==> config.mk <==
export PLATFORM = sky130hd
export DESIGN_NAME = ram_initiator_flat
export DESIGN_NICKNAME = d
export VERILOG_FILES = /design/src/rtl/ram_initiator_pkg.sv /design/src/rtl/ram_initiator_if.sv /design/src/rtl/ram_initiator.sv /design/src/flat_wrapper.sv
export SDC_FILE = /design/constraint.sdc
export NUM_CORES = 1
export LEC_CHECK = 0
export CAP_MARGIN = 25
export CORE_MARGIN = 1.5
export CORE_UTILIZATION = 38
export CTS_CLUSTER_DIAMETER = 50
export CTS_CLUSTER_SIZE = 10
export DETAILED_ROUTE_END_ITERATION = 10
export PLACE_DENSITY = 0.82
export SLEW_MARGIN = 40
export SYNTH_ARGS = -nofsm -noshare
export SYNTH_HDL_FRONTEND = slang
export SYNTH_SLANG_ARGS = --single-unit
export TNS_END_PERCENT = 1
==> constraint.sdc <==
create_clock -name clk -period 1.65 [get_ports clk]
set_clock_uncertainty 0.1 [all_clocks]
set_input_delay 0.33 -clock clk [delete_from_list [all_inputs] [get_ports clk]]
set_output_delay 0.33 -clock clk [all_outputs]
set_load 0.02 [all_outputs]
==> src/rtl/ram_initiator_pkg.sv <==
// Shared types and defaults for the RAM initiator: FSM state encoding and bus widths.
package ram_initiator_pkg;
  localparam int ADDR_W_DEF = 4;
  localparam int DATA_W_DEF = 8;
  localparam int LEN_W      = 2;

  typedef enum logic [2:0] {
    IDLE    = 3'd0,
    WR      = 3'd1,
    RD_ADDR = 3'd2,
    RD_DATA = 3'd3,
    RSP     = 3'd4
  } state_e;
endpackage

==> src/rtl/ram_initiator_if.sv <==
// Request/response handshake plus RAM-side bus for the RAM initiator.
interface ram_initiator_if
  import ram_initiator_pkg::*;
#(
  parameter int ADDR_W = ADDR_W_DEF,
  parameter int DATA_W = DATA_W_DEF
);
  logic              req_valid;
  logic              req_ready;
  logic              req_write;
  logic [ADDR_W-1:0] req_addr;
  logic [LEN_W-1:0]  req_len;
  logic [DATA_W-1:0] req_wdata;

  logic              rsp_valid;
  logic              rsp_ready;
  logic [DATA_W-1:0] rsp_data;
  logic              rsp_last;

  logic [ADDR_W-1:0] mem_addr;
  logic              mem_we;
  logic              mem_re;
  logic [DATA_W-1:0] mem_wdata;
  logic [DATA_W-1:0] mem_rdata;

  // Requester + RAM side: issues requests, consumes responses, returns read data.
  modport master (
    output req_valid, req_write, req_addr, req_len, req_wdata, rsp_ready, mem_rdata,
    input  req_ready, rsp_valid, rsp_data, rsp_last, mem_addr, mem_we, mem_re, mem_wdata
  );

  // The initiator block itself.
  modport slave (
    input  req_valid, req_write, req_addr, req_len, req_wdata, rsp_ready, mem_rdata,
    output req_ready, rsp_valid, rsp_data, rsp_last, mem_addr, mem_we, mem_re, mem_wdata
  );
endinterface

==> src/rtl/ram_initiator.sv <==
// Single-port RAM initiator: single-cycle writes and 1-4 beat read bursts with a
// registered-output RAM, one outstanding request at a time.
module ram_initiator
  import ram_initiator_pkg::*;
#(
  parameter int ADDR_W = ADDR_W_DEF,
  parameter int DATA_W = DATA_W_DEF
) (
  input logic           clk,
  input logic           rst_n,
  ram_initiator_if.slave bus
);

  state_e            state, nxt;
  logic [ADDR_W-1:0] cur_addr;
  logic [DATA_W-1:0] wdata_q;
  logic [LEN_W-1:0]  beats_left;
  logic [DATA_W-1:0] rsp_data_q;
  logic              rsp_last_q;

  always_ff @(posedge clk or negedge rst_n) begin
    if (!rst_n) state <= IDLE;
    else        state <= nxt;
  end

  always_comb begin
    nxt = state;
    case (state)
      IDLE:    if (bus.req_valid) nxt = bus.req_write ? WR : RD_ADDR;
      WR:      nxt = IDLE;
      RD_ADDR: nxt = RD_DATA;
      RD_DATA: nxt = RSP;
      RSP:     if (bus.rsp_ready) nxt = (beats_left == '0) ? IDLE : RD_ADDR;
      default: nxt = IDLE;
    endcase
  end

  // Address/beat counters and response capture; mem_rdata is only looked at in RD_DATA.
  always_ff @(posedge clk or negedge rst_n) begin
    if (!rst_n) begin
      cur_addr   <= '0;
      wdata_q    <= '0;
      beats_left <= '0;
      rsp_data_q <= '0;
      rsp_last_q <= 1'b0;
    end else begin
      case (state)
        IDLE: if (bus.req_valid) begin
          cur_addr <= bus.req_addr;
          if (bus.req_write) wdata_q    <= bus.req_wdata;
          else               beats_left <= bus.req_len;
        end
        RD_DATA: begin
          rsp_data_q <= bus.mem_rdata;
          rsp_last_q <= (beats_left == '0);
        end
        RSP: if (bus.rsp_ready && beats_left != '0) begin
          beats_left <= beats_left - LEN_W'(1);
          cur_addr   <= cur_addr + ADDR_W'(1);
        end
        default: ;
      endcase
    end
  end

  assign bus.req_ready = (state == IDLE);
  assign bus.rsp_valid = (state == RSP);
  assign bus.rsp_data  = rsp_data_q;
  assign bus.rsp_last  = rsp_last_q;
  assign bus.mem_addr  = cur_addr;
  assign bus.mem_wdata = wdata_q;
  assign bus.mem_we    = (state == WR);
  assign bus.mem_re    = (state == RD_ADDR) || (state == RD_DATA);

endmodule

==> src/flat_wrapper.sv <==
// flat-port wrapper written by rule: the top's interface ports become plain ports
module ram_initiator_flat import ram_initiator_pkg::*;
#(
  parameter int ADDR_W = ADDR_W_DEF,
  parameter int DATA_W = DATA_W_DEF
)
  (clk, rst_n, bus_req_valid, bus_req_write, bus_req_addr, bus_req_len, bus_req_wdata, bus_rsp_ready, bus_mem_rdata, bus_req_ready, bus_rsp_valid, bus_rsp_data, bus_rsp_last, bus_mem_addr, bus_mem_we, bus_mem_re, bus_mem_wdata);
  ram_initiator_if #(.ADDR_W(ADDR_W), .DATA_W(DATA_W)) bus_i ();
  input logic clk;
  input logic rst_n;
  input wire logic [$bits(bus_i.req_valid)-1:0] bus_req_valid;
  input wire logic [$bits(bus_i.req_write)-1:0] bus_req_write;
  input wire logic [$bits(bus_i.req_addr)-1:0] bus_req_addr;
  input wire logic [$bits(bus_i.req_len)-1:0] bus_req_len;
  input wire logic [$bits(bus_i.req_wdata)-1:0] bus_req_wdata;
  input wire logic [$bits(bus_i.rsp_ready)-1:0] bus_rsp_ready;
  input wire logic [$bits(bus_i.mem_rdata)-1:0] bus_mem_rdata;
  output wire logic [$bits(bus_i.req_ready)-1:0] bus_req_ready;
  output wire logic [$bits(bus_i.rsp_valid)-1:0] bus_rsp_valid;
  output wire logic [$bits(bus_i.rsp_data)-1:0] bus_rsp_data;
  output wire logic [$bits(bus_i.rsp_last)-1:0] bus_rsp_last;
  output wire logic [$bits(bus_i.mem_addr)-1:0] bus_mem_addr;
  output wire logic [$bits(bus_i.mem_we)-1:0] bus_mem_we;
  output wire logic [$bits(bus_i.mem_re)-1:0] bus_mem_re;
  output wire logic [$bits(bus_i.mem_wdata)-1:0] bus_mem_wdata;
  assign bus_i.req_valid = bus_req_valid;
  assign bus_i.req_write = bus_req_write;
  assign bus_i.req_addr = bus_req_addr;
  assign bus_i.req_len = bus_req_len;
  assign bus_i.req_wdata = bus_req_wdata;
  assign bus_i.rsp_ready = bus_rsp_ready;
  assign bus_i.mem_rdata = bus_mem_rdata;
  assign bus_req_ready = bus_i.req_ready;
  assign bus_rsp_valid = bus_i.rsp_valid;
  assign bus_rsp_data = bus_i.rsp_data;
  assign bus_rsp_last = bus_i.rsp_last;
  assign bus_mem_addr = bus_i.mem_addr;
  assign bus_mem_we = bus_i.mem_we;
  assign bus_mem_re = bus_i.mem_re;
  assign bus_mem_wdata = bus_i.mem_wdata;
  ram_initiator #(.ADDR_W(ADDR_W), .DATA_W(DATA_W)) u_core (.clk(clk), .rst_n(rst_n), .bus(bus_i));
endmodule
Yosys cells after proc, flatten, opt, wreduce, memory -nomap -nowiden
Cells that the tools add are included.

operators by class
  add/subtract/negate cells = 2
  mux-type cells = 12
  equality and inequality tests = 8
  reductions and logical operators = 10

operators with widths
  cell                                                                    number
  3-bit one-hot mux with 4 select lines                                   1
  2-bit 2-to-1 mux                                                        5
  4-bit 2-to-1 mux                                                        2
  4-bit one-hot mux with 2 select lines                                   1
  3-bit by 2-bit equality test with 1-bit output (second input constant)  2
  3-bit 2-to-1 mux                                                        2
  2-bit != test (second input constant)                                   3
  3-bit AND reduction                                                     2
  4-bit by 1-bit adder with 4-bit output (second input constant)          1
  2-bit one-hot mux with 2 select lines                                   1
  4-bit AND reduction                                                     1
  2-bit nonzero test                                                      2
  3-bit by 1-bit equality test with 1-bit output (second input constant)  1
  3-bit equality test (second input constant)                             1
  3-bit zero test                                                         1
  2-bit zero test                                                         1
  2-bit by 1-bit != test with 1-bit output (second input constant)        1
  2-bit AND reduction                                                     1
  2-bit by 1-bit subtractor with 2-bit output (second input constant)     1
  1-bit logical AND                                                       1
  1-bit logical OR                                                        1

storage, ports and cells
  bits of input ports = 27
  output and inout port bits = 25
  logic and storage cells = 38
  register bits = 26

Logic depth before layout (Yosys ltp)
Gate-level depths: netlist of run 1.

  depth after elaboration = 4
  depth in mapped cells = 6

Worst setup path before layout of run 1
Ideal clock, no wire load.

  kind = reg2reg
  start = reg u_core.beats_left[0]
  end = reg u_core.cur_addr[1] (netlist: u_core.bus.mem_addr[1])
  path slack = -0.127 ns
  setup time = 0.125 ns
  required time = 1.425 ns
  cell stages (with the launch flop) = 7
  arrival time = 1.552 ns
  period minus slack after synthesis = 1.777 ns
  cells stage by stage = dfrtp_1 -> inv_1 -> ha_1 -> and3b_1 -> clkbuf_1 -> o21a_1 -> mux2_2

between the ends
  cells in the longest elaborated chain, start to end = 4

ends and longest elaborated chain
  what                                                       RTL line             text
  start: declaration                                         ram_initiator.sv:17  logic [LEN_W-1:0] beats_left;
  start signal: assignment                                   ram_initiator.sv:51  else beats_left <= bus.req_len;
  start signal: assignment                                   ram_initiator.sv:58  beats_left <= beats_left - LEN_W'(1);
  2-bit nonzero test                                         ram_initiator.sv:57  RSP: if (bus.rsp_ready && beats_left != '0) begin
  1-bit logical AND                                          ram_initiator.sv:57
  2-bit by 1-bit != test with 1-bit output (no source line)  n/a
  3-bit AND reduction (no source line)                       n/a
  end signal: assignment                                     ram_initiator.sv:49  cur_addr <= bus.req_addr;
  end signal: assignment                                     ram_initiator.sv:59  cur_addr <= cur_addr + ADDR_W'(1);
  end: declaration                                           ram_initiator.sv:15  logic [ADDR_W-1:0] cur_addr;

Every way passes these cells.
A chain may end at the register's enable or synchronous reset.

Final worst setup path of run 1
  start = reg u_core.state[0]
  end = reg u_core.wdata_q[4] (netlist: u_core.bus.mem_wdata[4])

between the ends
  cells in the longest elaborated chain, start to end = 2

ends and longest elaborated chain
  what                                  RTL line             text
  start: declaration                    ram_initiator.sv:14  state_e state, nxt;
  start signal: assignment              ram_initiator.sv:23  else state <= nxt;
  3-bit zero test                       ram_initiator.sv:47  case (state)
  3-bit AND reduction (no source line)  n/a
  end signal: assignment                ram_initiator.sv:50  if (bus.req_write) wdata_q <= bus.req_wdata;
  end: declaration                      ram_initiator.sv:16  logic [DATA_W-1:0] wdata_q;

Every way passes these cells.

==> results of run 1 <==
-- power groups by stage --
stage          sequential [W]  combinational, W  clock [W]
2_1_floorplan         0.00146          0.000988          0
3_3_place_gp          0.00117           0.00221          0
3_5_place_dp          0.00119           0.00226          0
4_1_cts               0.00118           0.00205   0.000326
5_1_grt               0.00122           0.00226   0.000359
6_report              0.00118           0.00208   0.000310
-- worst register-to-register path: cells and delay by family (launching register included) --
family        cells  cell delay, ns
buf+inv           1            0.15
simple gates      2            0.54
mux               1            0.33
flops             1            0.47
-- logic make-up after synthesis --
logic type      synth area share [%]
compound gates                  7.27
fa+ha+maj                       1.91
buf+inv                         4.59
flops                           49.7
mux                             24.1
simple gates                    12.4
-- per-stage QoR --
step	setup WS, ns	util, %	hold WS, ns	instances
6_report	-0.0331	60.2	0.271	212
5_1_grt	-0.0821	60.2	0.261	212
4_1_cts	-0.0500	59.5	0.265	211
3_5_place_dp	-0.257	59.4	0.395	207
3_3_place_gp	-0.211	59.4	0.388	207
2_1_floorplan	-0.0274	-	-0.0656	99
-- area by class of cell --
type	instances	area share [%]
Clock buffer	4	1.82
Multi-Input combinational cell	62	30.8
Inverter	7	1.44
Timing Repair Buffer	67	30.3
Tap cell	46	2.89
Sequential cell	26	32.8
-- cells in the final DEF (no fill, tap or decap), types with 2 or more instances in the layout --
| cell | netlist | final |
|---|---|---|
| nand3b_1 | 2 | 2 |
| nor3_1 | 2 | 2 |
| buf_6 | 2 | 3 |
| mux2_2 | 12 | 11 |
| dfrtp_2 | 0 | 2 |
| nor3b_1 | 2 | 2 |
| mux2_4 | 8 | 9 |
| dfrtp_1 | 26 | 24 |
| nor2b_1 | 2 | 2 |
| dlygate4sd2_1 | 0 | 21 |
| mux2i_1 | 6 | 6 |
| clkbuf_4 | 0 | 3 |
| buf_4 | 1 | 16 |
| inv_1 | 6 | 6 |
| o21ai_0 | 3 | 3 |
| nand2_2 | 1 | 2 |
| clkdlybuf4s50_1 | 0 | 26 |
-- flip-flops by register name (all words and copies together) (netlist names) --
| signal | flops |
|---|---|
| u_core.bus.mem_addr | 4 |
| u_core.bus.rsp_data | 8 |
| u_core.state | 3 |
| u_core.bus.mem_wdata | 8 |
| u_core.beats_left | 2 |
| u_core.bus.rsp_last | 1 |
-- per-layer routing --
metal | vias to the layer above | share of wire [%] | track usage, %
li1 | 493 | - | -
met5 | - | 0 | 0
met3 | 2 | 4.3 | 2.73
met2 | 26 | 53 | 27.5
met4 | 0 | 0.41 | 6.08
met1 | 489 | 43 | 21.6
-- final timing paths --
kind	startpoint	end	slack, ns	cells after the start
worst max-delay path	u_core.state[0]	u_core.bus.mem_wdata[4]	-0.03	4
worst min-delay path	rst_n	u_core.beats_left[1]	0.27	2
worst max register to register	u_core.state[0]	u_core.bus.mem_wdata[4]	-0.03	4
worst min register to register	u_core.bus.rsp_data[3]	u_core.bus.rsp_data[3]	0.42	1
max in group asynchronous	rst_n	u_core.state[1]	0.91	2
min in group clk	u_core.bus.rsp_data[3]	u_core.bus.rsp_data[3]	0.42	1
-- what timing repair did --
action	4_1_cts	5_1_grt
gates resized for setup	44	4
hold buffers	0	0
buffers inserted	0	1
pin swaps	1	4
endpoints found under the setup margin	34	17
==> results.json, run 1 <==
{
  "syn_area_um2": 1310,
  "fin_tns_setup_ns": -0.245,
  "synth_top_cell_area_share_pct": 49.7,
  "vias": 1010,
  "power.density_nw_per_um2": 1790,
  "numPortBuffers": 51,
  "drc": 0,
  "num_io_pins": 52,
  "area_growth_pct": 52.2,
  "die_area_um2": 3810,
  "violations": "setup timing",
  "grt_pass1_vias": 1010,
  "drt-total-wl_um": 2940,
  "synth_edf_count": 0,
  "hold_violations": 0,
  "rows": 21,
  "place.gp.congestion": 0.888,
  "critical_path.cell_chain": "buf_6, nor4b_4, nand2_4, mux2_4",
  "synth_cell_type_count": 37,
  "totalPowerFinal_w": 0.00357,
  "critPathArrivalTime_ns": 1.79,
  "multiInputGateArea_um2": 613,
  "h-tree-depth": 1,
  "cts_root_buffer": "clkbuf_4",
  "grt.overflow.total": 0,
  "finalWorstSetupSlack_ns": -0.0331,
  "placed_cell_area_um2": 1970,
  "synth_nets": 128,
  "insertedDiodeCount": 0,
  "maxCapViolCount": 0,
  "path_buf_inv": 1,
  "critPathTopFamily": "simple AND/OR/NAND/NOR gates",
  "drtPass1Iterations": 4,
  "drv_slew": 0,
  "drt-wirelength-per-cell_um": 13.9,
  "ys_seq_elements": 26,
  "synth_seq_area_share_pct": 49.7,
  "syn_inst": 99,
  "async_reset_ff_share_pct": 100,
  "antenna_found_initial": 0,
  "start_util_pct": 39.5,
  "p_int_w": 0.00216,
  "seq_area_um2": 653,
  "ys.flop_type": "dfrtp_1",
  "drive_gt1_share_pct": 33.7,
  "grt_pass1_wl_um": 4640,
  "period_share_pct": 102,
  "cts_buffers": 3,
  "drtAntennaViolNets": 0,
  "clk_pin_slew_ns": 0.13,
  "grt_setup_unrepaired": "yes",
  "setup_viol": 9,
  "cp_max_fo": 8,
  "die_w_um": 61.7,
  "hp-class": "input pin to async pin",
  "fin_crit_ns": 1.68,
  "yosys_warnings": 0,
  "synth.most_common_cell": "dfrtp_1",
  "critPathKind": "register to register",
  "p_sw_w": 0.00141,
  "p_clk_share_pct": 8.7,
  "ir_drop_v": 0.000574,
  "slowest_stage": "dfrtp_2",
  "seq_power_share_pct": 33.0,
  "routed_via_density": 4.76,
  "cts.path.max_buffers": 2,
  "worstMarginPinSlew_ns": 0.333,
  "synthTopCellsByCount": "dfrtp_1 (26), mux2_2 (12), mux2_4 (8)",
  "clk_latency_ns": 0.31,
  "cellLeakagePower_nw": 0.937,
  "outcome": "finished, violations left",
  "cts_tree": "built",
  "synth.avg_cell_area_um2": 13.2,
  "stdcell_area_um2": 1990,
  "comb_power_share_pct": 58.4,
  "slew_headroom_pct": 77.8,
  "dp_hpwl_um": 2290,
  "fmax_ghz": 0.594,
  "end_kind": "register",
  "grt_max_degree": 27,
  "synth_top_cell_by_area": "dfrtp_1",
  "filler_cell_count": 310,
  "max_stage_delay_ns": 0.47,
  "core_um2": 3310,
  "cts.sinks": 26,
  "die_h_um": 61.7,
  "grt_use_total_pct": 16.5,
  "synthTopCellsByArea": "dfrtp_1 (50%), mux2_2 (10%), mux2_4 (9.2%)",
  "fin_nets": 196,
  "dr.first_iter.drc_count": 36,
  "start_kind": "register",
  "switching_share_pct": 39.5,
  "crit_required_ns": 1.76
}
Note: power is estimated with default switching activity, not from simulation.
==> run 2: changes to the inputs <==
- CORE_UTILIZATION: 38 -> 46
- PLACE_DENSITY: 0.82 -> 0.92
- clock period: 1.65 -> 2.1 ns (I/O delays scaled with it)
==> results.json, run 2 (synthesized netlist as in run 1, its figures left out) <==
{
  "fin_tns_setup_ns": 0,
  "slew_headroom_pct": 77.4,
  "die_h_um": 56.3,
  "cts_root_buffer": "clkbuf_4",
  "dr.first_iter.drc_count": 39,
  "cp_max_fo": 5,
  "drt-wirelength-per-cell_um": 14.9,
  "start_kind": "register",
  "drtPass1Iterations": 4,
  "hold_violations": 0,
  "grt_pass1_wl_um": 4730,
  "end_kind": "output port",
  "core_um2": 2730,
  "grt_use_total_pct": 18.9,
  "final_common_cell": "clkdlybuf4s50_1",
  "start_util_pct": 47.9,
  "num_io_pins": 52,
  "cts_tree": "built",
  "ir_drop_v": 0.000981,
  "worstMarginPinSlew_ns": 0.337,
  "rows": 19,
  "vias": 997,
  "timing.rr.start": "u_core.state[0]",
  "power.density_nw_per_um2": 1470,
  "area_growth_pct": 46.4,
  "multiInputGateArea_um2": 598,
  "seq_area_um2": 651,
  "drtAntennaViolNets": 0,
  "cts_buffers": 3,
  "h-tree-depth": 1,
  "numPortBuffers": 51,
  "crit_required_ns": 1.58,
  "fin_nets": 188,
  "grt_setup_unrepaired": "no",
  "filler_cell_count": 194,
  "cellLeakagePower_nw": 0.869,
  "setup_viol": 0,
  "routed_via_density": 5.28,
  "hp-class": "input pin to async pin",
  "place.gp.congestion": 0.894,
  "grt.overflow.total": 0,
  "grt_max_degree": 27,
  "drc": 0,
  "r2r-end": "u_core.bus.mem_wdata[4]",
  "drt-total-wl_um": 2820,
  "rr_worst_depth": 4,
  "fmax_ghz": 0.513,
  "drv_slew": 0,
  "grt_pass1_vias": 1010,
  "fin_crit_ns": 1.95,
  "final_cell_mix": "clkdlybuf4s50_1 (47), dfrtp_1 (26), mux2_2 (12)",
  "outcome": "finished, final reports clean",
  "cts.sinks": 26,
  "critPathArrivalTime_ns": 1.43,
  "reg2reg_slack_ns": 0.34,
  "antenna_found_initial": 0,
  "dp_cells": 185,
  "clk_pin_slew_ns": 0.13,
  "die_area_um2": 3170,
  "clk_latency_ns": 0.31,
  "critPathKind": "register to output port",
  "drive_gt1_share_pct": 24.7,
  "die_w_um": 56.3,
  "dp_hpwl_um": 2250,
  "instances_no_fill": 189,
  "postCtsHoldBufs": 0,
  "maxCapViolCount": 0,
  "cts.path.max_buffers": 2,
  "insertedDiodeCount": 0,
  "totalPowerFinal_w": 0.00282,
  "period_share_pct": 92.8
}
-- run 2: cell count changes in the layout (fill, tap and decap cells not counted), sizes merged --
cell           change
buf               -12
dlygate4sd2       -17
clkdlybuf4s50     +21
-- run 2: how the worst max path moves through the flow --
stage                                     from                      end  slack, ns  cells past startpoint
after global routing           u_core.state[0]            bus_rsp_valid       0.06                      4
after detailed placement         bus_req_valid  u_core.bus.mem_wdata[1]       0.05                      4
after global placement           bus_req_valid  u_core.bus.mem_wdata[7]       0.12                      4
after floorplan           u_core.beats_left[0]   u_core.bus.mem_addr[1]       0.32                      6
final                          u_core.state[0]            bus_rsp_valid       0.15                      4
after CTS                      u_core.state[0]            bus_rsp_valid       0.14                      4
-- run 2: through the flow --
stage | hold WS, ns | cell area [um2] | setup slack, ns | util, %
CTS | 0.367 | 1920 | 0.138 | 70.1
detailed placement | 0.397 | 1880 | 0.0530 | 68.9
global placement | 0.385 | 1880 | 0.119 | 68.9
global route | 0.365 | 1920 | 0.0584 | 70.1
floorplan | 0.0244 | 1310 | 0.323 | -
finish | 0.356 | 1920 | 0.150 | 70.1
-- run 2: cell type report --
cell class,instances,share of cell area [%]
Inverter,7,1.37
Timing Repair Buffer,59,29.5
Sequential cell,26,34.0
Tap cell,31,2.02
Multi-Input combinational cell,62,31.2
Clock buffer,4,1.89
-- run 2: layer usage --
layer,track usage (%),share of wire (%),vias up
met5,0,0,-
met4,7.82,2.3,0
met3,3.69,5.7,8
met2,32.1,51,44
met1,23.6,41,470
li1,-,-,475
-- run 2: what timing repair did --
action	CTS	global route
gates resized for setup	4	0
buffers inserted	0	0
setup endpoints to repair	4	0
-- run 2: critical path, cell delays in order (launching register included) --
cell           delay, ns
dfrtp_1             0.48
nor2_4              0.14
nand2_1             0.09
inv_2               0.07
dlygate4sd2_1       0.34
-- run 2: power by group --
part           total [W]  internal, W  leakage (nW)  switching [W]
clock network   0.000244     0.000106        0.0210       0.000138
registers       0.000941     0.000747         0.310       0.000195
logic            0.00163     0.000888         0.539       0.000744
total            0.00282      0.00174         0.869        0.00108
==> run 3: changes to the inputs <==
- CORE_UTILIZATION: 46 -> 45
- PLACE_DENSITY: 0.92 -> 0.91
==> results.json, run 3 (synthesized netlist as in run 1, its figures left out) <==
{
  "drv_slew": 0,
  "grt_pass1_vias": 1059,
  "grt_setup_unrepaired": "no",
  "dp_hpwl_um": 2320,
  "fin_crit_ns": 1.94,
  "postCtsHoldBufs": 0,
  "rows": 19,
  "core_um2": 2760,
  "cts_buffers": 3,
  "die_area_um2": 3240,
  "grt_pass1_wl_um": 5160,
  "clk_latency_ns": 0.32,
  "met3_length_um": 126,
  "path_buf_inv": 2,
  "critical_path.cell_chain": "nor2_4, nand2_1, inv_2, dlygate4sd2_1",
  "cp-startpoint": "u_core.state[0]",
  "instances_no_fill": 188,
  "cellLeakagePower_nw": 0.870,
  "rr_worst_depth": 5,
  "drt-total-wl_um": 3060,
  "crit_cells": 4,
  "start_kind": "register",
  "r2r-end": "u_core.bus.mem_addr[1]",
  "vias": 995,
  "die_h_um": 56.9,
  "grt_max_degree": 27,
  "die_w_um": 56.9,
  "antenna_found_initial": 0,
  "final_cell_mix": "clkdlybuf4s50_1 (47), dfrtp_1 (25), mux2_2 (12)",
  "worstMarginPinSlew_ns": 0.334,
  "routed_via_density": 5.29,
  "cts.path.max_buffers": 2,
  "crit_required_ns": 1.58,
  "stdcell_area_um2": 1930,
  "timing.rr.start": "u_core.beats_left[0]",
  "drtPass1Iterations": 4,
  "holdWs_ns": 0.339,
  "dp_cells": 184,
  "ir_drop_v": 0.00123,
  "grt_use_total_pct": 20.7,
  "final_common_cell": "clkdlybuf4s50_1",
  "maxCapViolCount": 0,
  "fin_tns_setup_ns": 0,
  "drive_gt1_share_pct": 24.8,
  "routed.top_layer": "met4",
  "outcome": "finished, final reports clean",
  "critPathKind": "register to output port",
  "drc": 0,
  "insertedDiodeCount": 0,
  "critPathTopFamily": "flip-flops",
  "clk_pin_slew_ns": 0.14,
  "slew_headroom_pct": 77.6,
  "fin_nets": 187,
  "cts.sinks": 26,
  "setup_viol": 0,
  "cp_max_fo": 5,
  "max_stage_delay_ns": 0.48,
  "totalPowerFinal_w": 0.00293,
  "reg2reg_slack_ns": 0.37,
  "critPathArrivalTime_ns": 1.42,
  "met1_length_um": 1240,
  "cts_tree": "built",
  "critical_path.endpoint": "bus_rsp_valid",
  "hp-class": "input pin to async pin",
  "slowest_stage": "dfrtp_2",
  "drtAntennaViolNets": 0,
  "start_util_pct": 47.5,
  "fmax_ghz": 0.516,
  "num_io_pins": 52,
  "placed_cell_area_um2": 1880,
  "place.gp.congestion": 0.889,
  "dr.first_iter.drc_count": 35,
  "cts_root_buffer": "clkbuf_4",
  "period_share_pct": 92.4,
  "end_kind": "output port",
  "power.density_nw_per_um2": 1520,
  "numPortBuffers": 51,
  "drt-wirelength-per-cell_um": 16.3,
  "wl_met2_um": 1670,
  "area_growth_pct": 47.1,
  "grt.overflow.total": 0,
  "h-tree-depth": 1,
  "hold_violations": 0
}
run 3: cell count changes in the layout (fill, tap and decap cells not counted):
cell / delta
buf_4: -1
bufinv_16: +1
clkbuf_8: -1
dfrtp_1: -1
dfrtp_2: +1
run 3: area by class of cell:
type | count | area (um2)
clock buffers | 3 | 22.5
clock inverters | 1 | 30.0
fillers | 181 | 832
inverters | 7 | 26.3
multi-input cells | 62 | 598
flip-flops and latches | 26 | 652
well taps | 31 | 38.8
repair buffers | 58 | 558
run 3: per-stage QoR:
step / worst slack, ns / util, %
2_1_floorplan: 0.323 / -
5_1_grt: 0.0924 / 69.8
3_5_place_dp: 0.0694 / 68.1
6_report: 0.161 / 69.8
4_1_cts: 0.151 / 69.8
3_3_place_gp: 0.119 / 68.1
run 3: worst min path at each step:
stage | from | to | slack, ns | cells past startpoint
detailed placement | u_core.bus.rsp_data[7] | u_core.bus.rsp_data[7] | 0.39 | 1
finish | rst_n | u_core.bus.mem_addr[0] | 0.34 | 2
CTS | rst_n | u_core.bus.mem_addr[0] | 0.35 | 2
global placement | u_core.bus.rsp_data[4] | u_core.bus.rsp_data[4] | 0.39 | 1
global route | rst_n | u_core.bus.mem_addr[0] | 0.36 | 2
floorplan | rst_n | u_core.beats_left[0] | 0.02 | 0
run 3: power by group:
part	switching [W]	total, W	internal [W]
combinational	0.000754	0.00164	0.000884
clock	0.000150	0.000343	0.000193
sequential	0.000202	0.000951	0.000749
total	0.00111	0.00293	0.00183
run 3: worst reg2reg max path, cell delays in order (launching register included):
cell and delay, ns:
dfrtp_1 0.43, inv_1 0.10, ha_1 0.23, and3b_1 0.23
o21a_1 0.20, mux2_2 0.35
run 3: what timing repair did:
| action | in CTS | in global routing |
|---|---|---|
| resized for setup | 5 | 0 |
| setup endpoints to repair | 4 | 0 |
| setup buffers | 0 | 0 |
run 3: per-layer routing:
layer | vias up | track usage (%)
li1 | 473 | -
met4 | 0 | 4.98
met1 | 490 | 26.1
met5 | - | 0
met2 | 27 | 36.8
met3 | 5 | 3.85
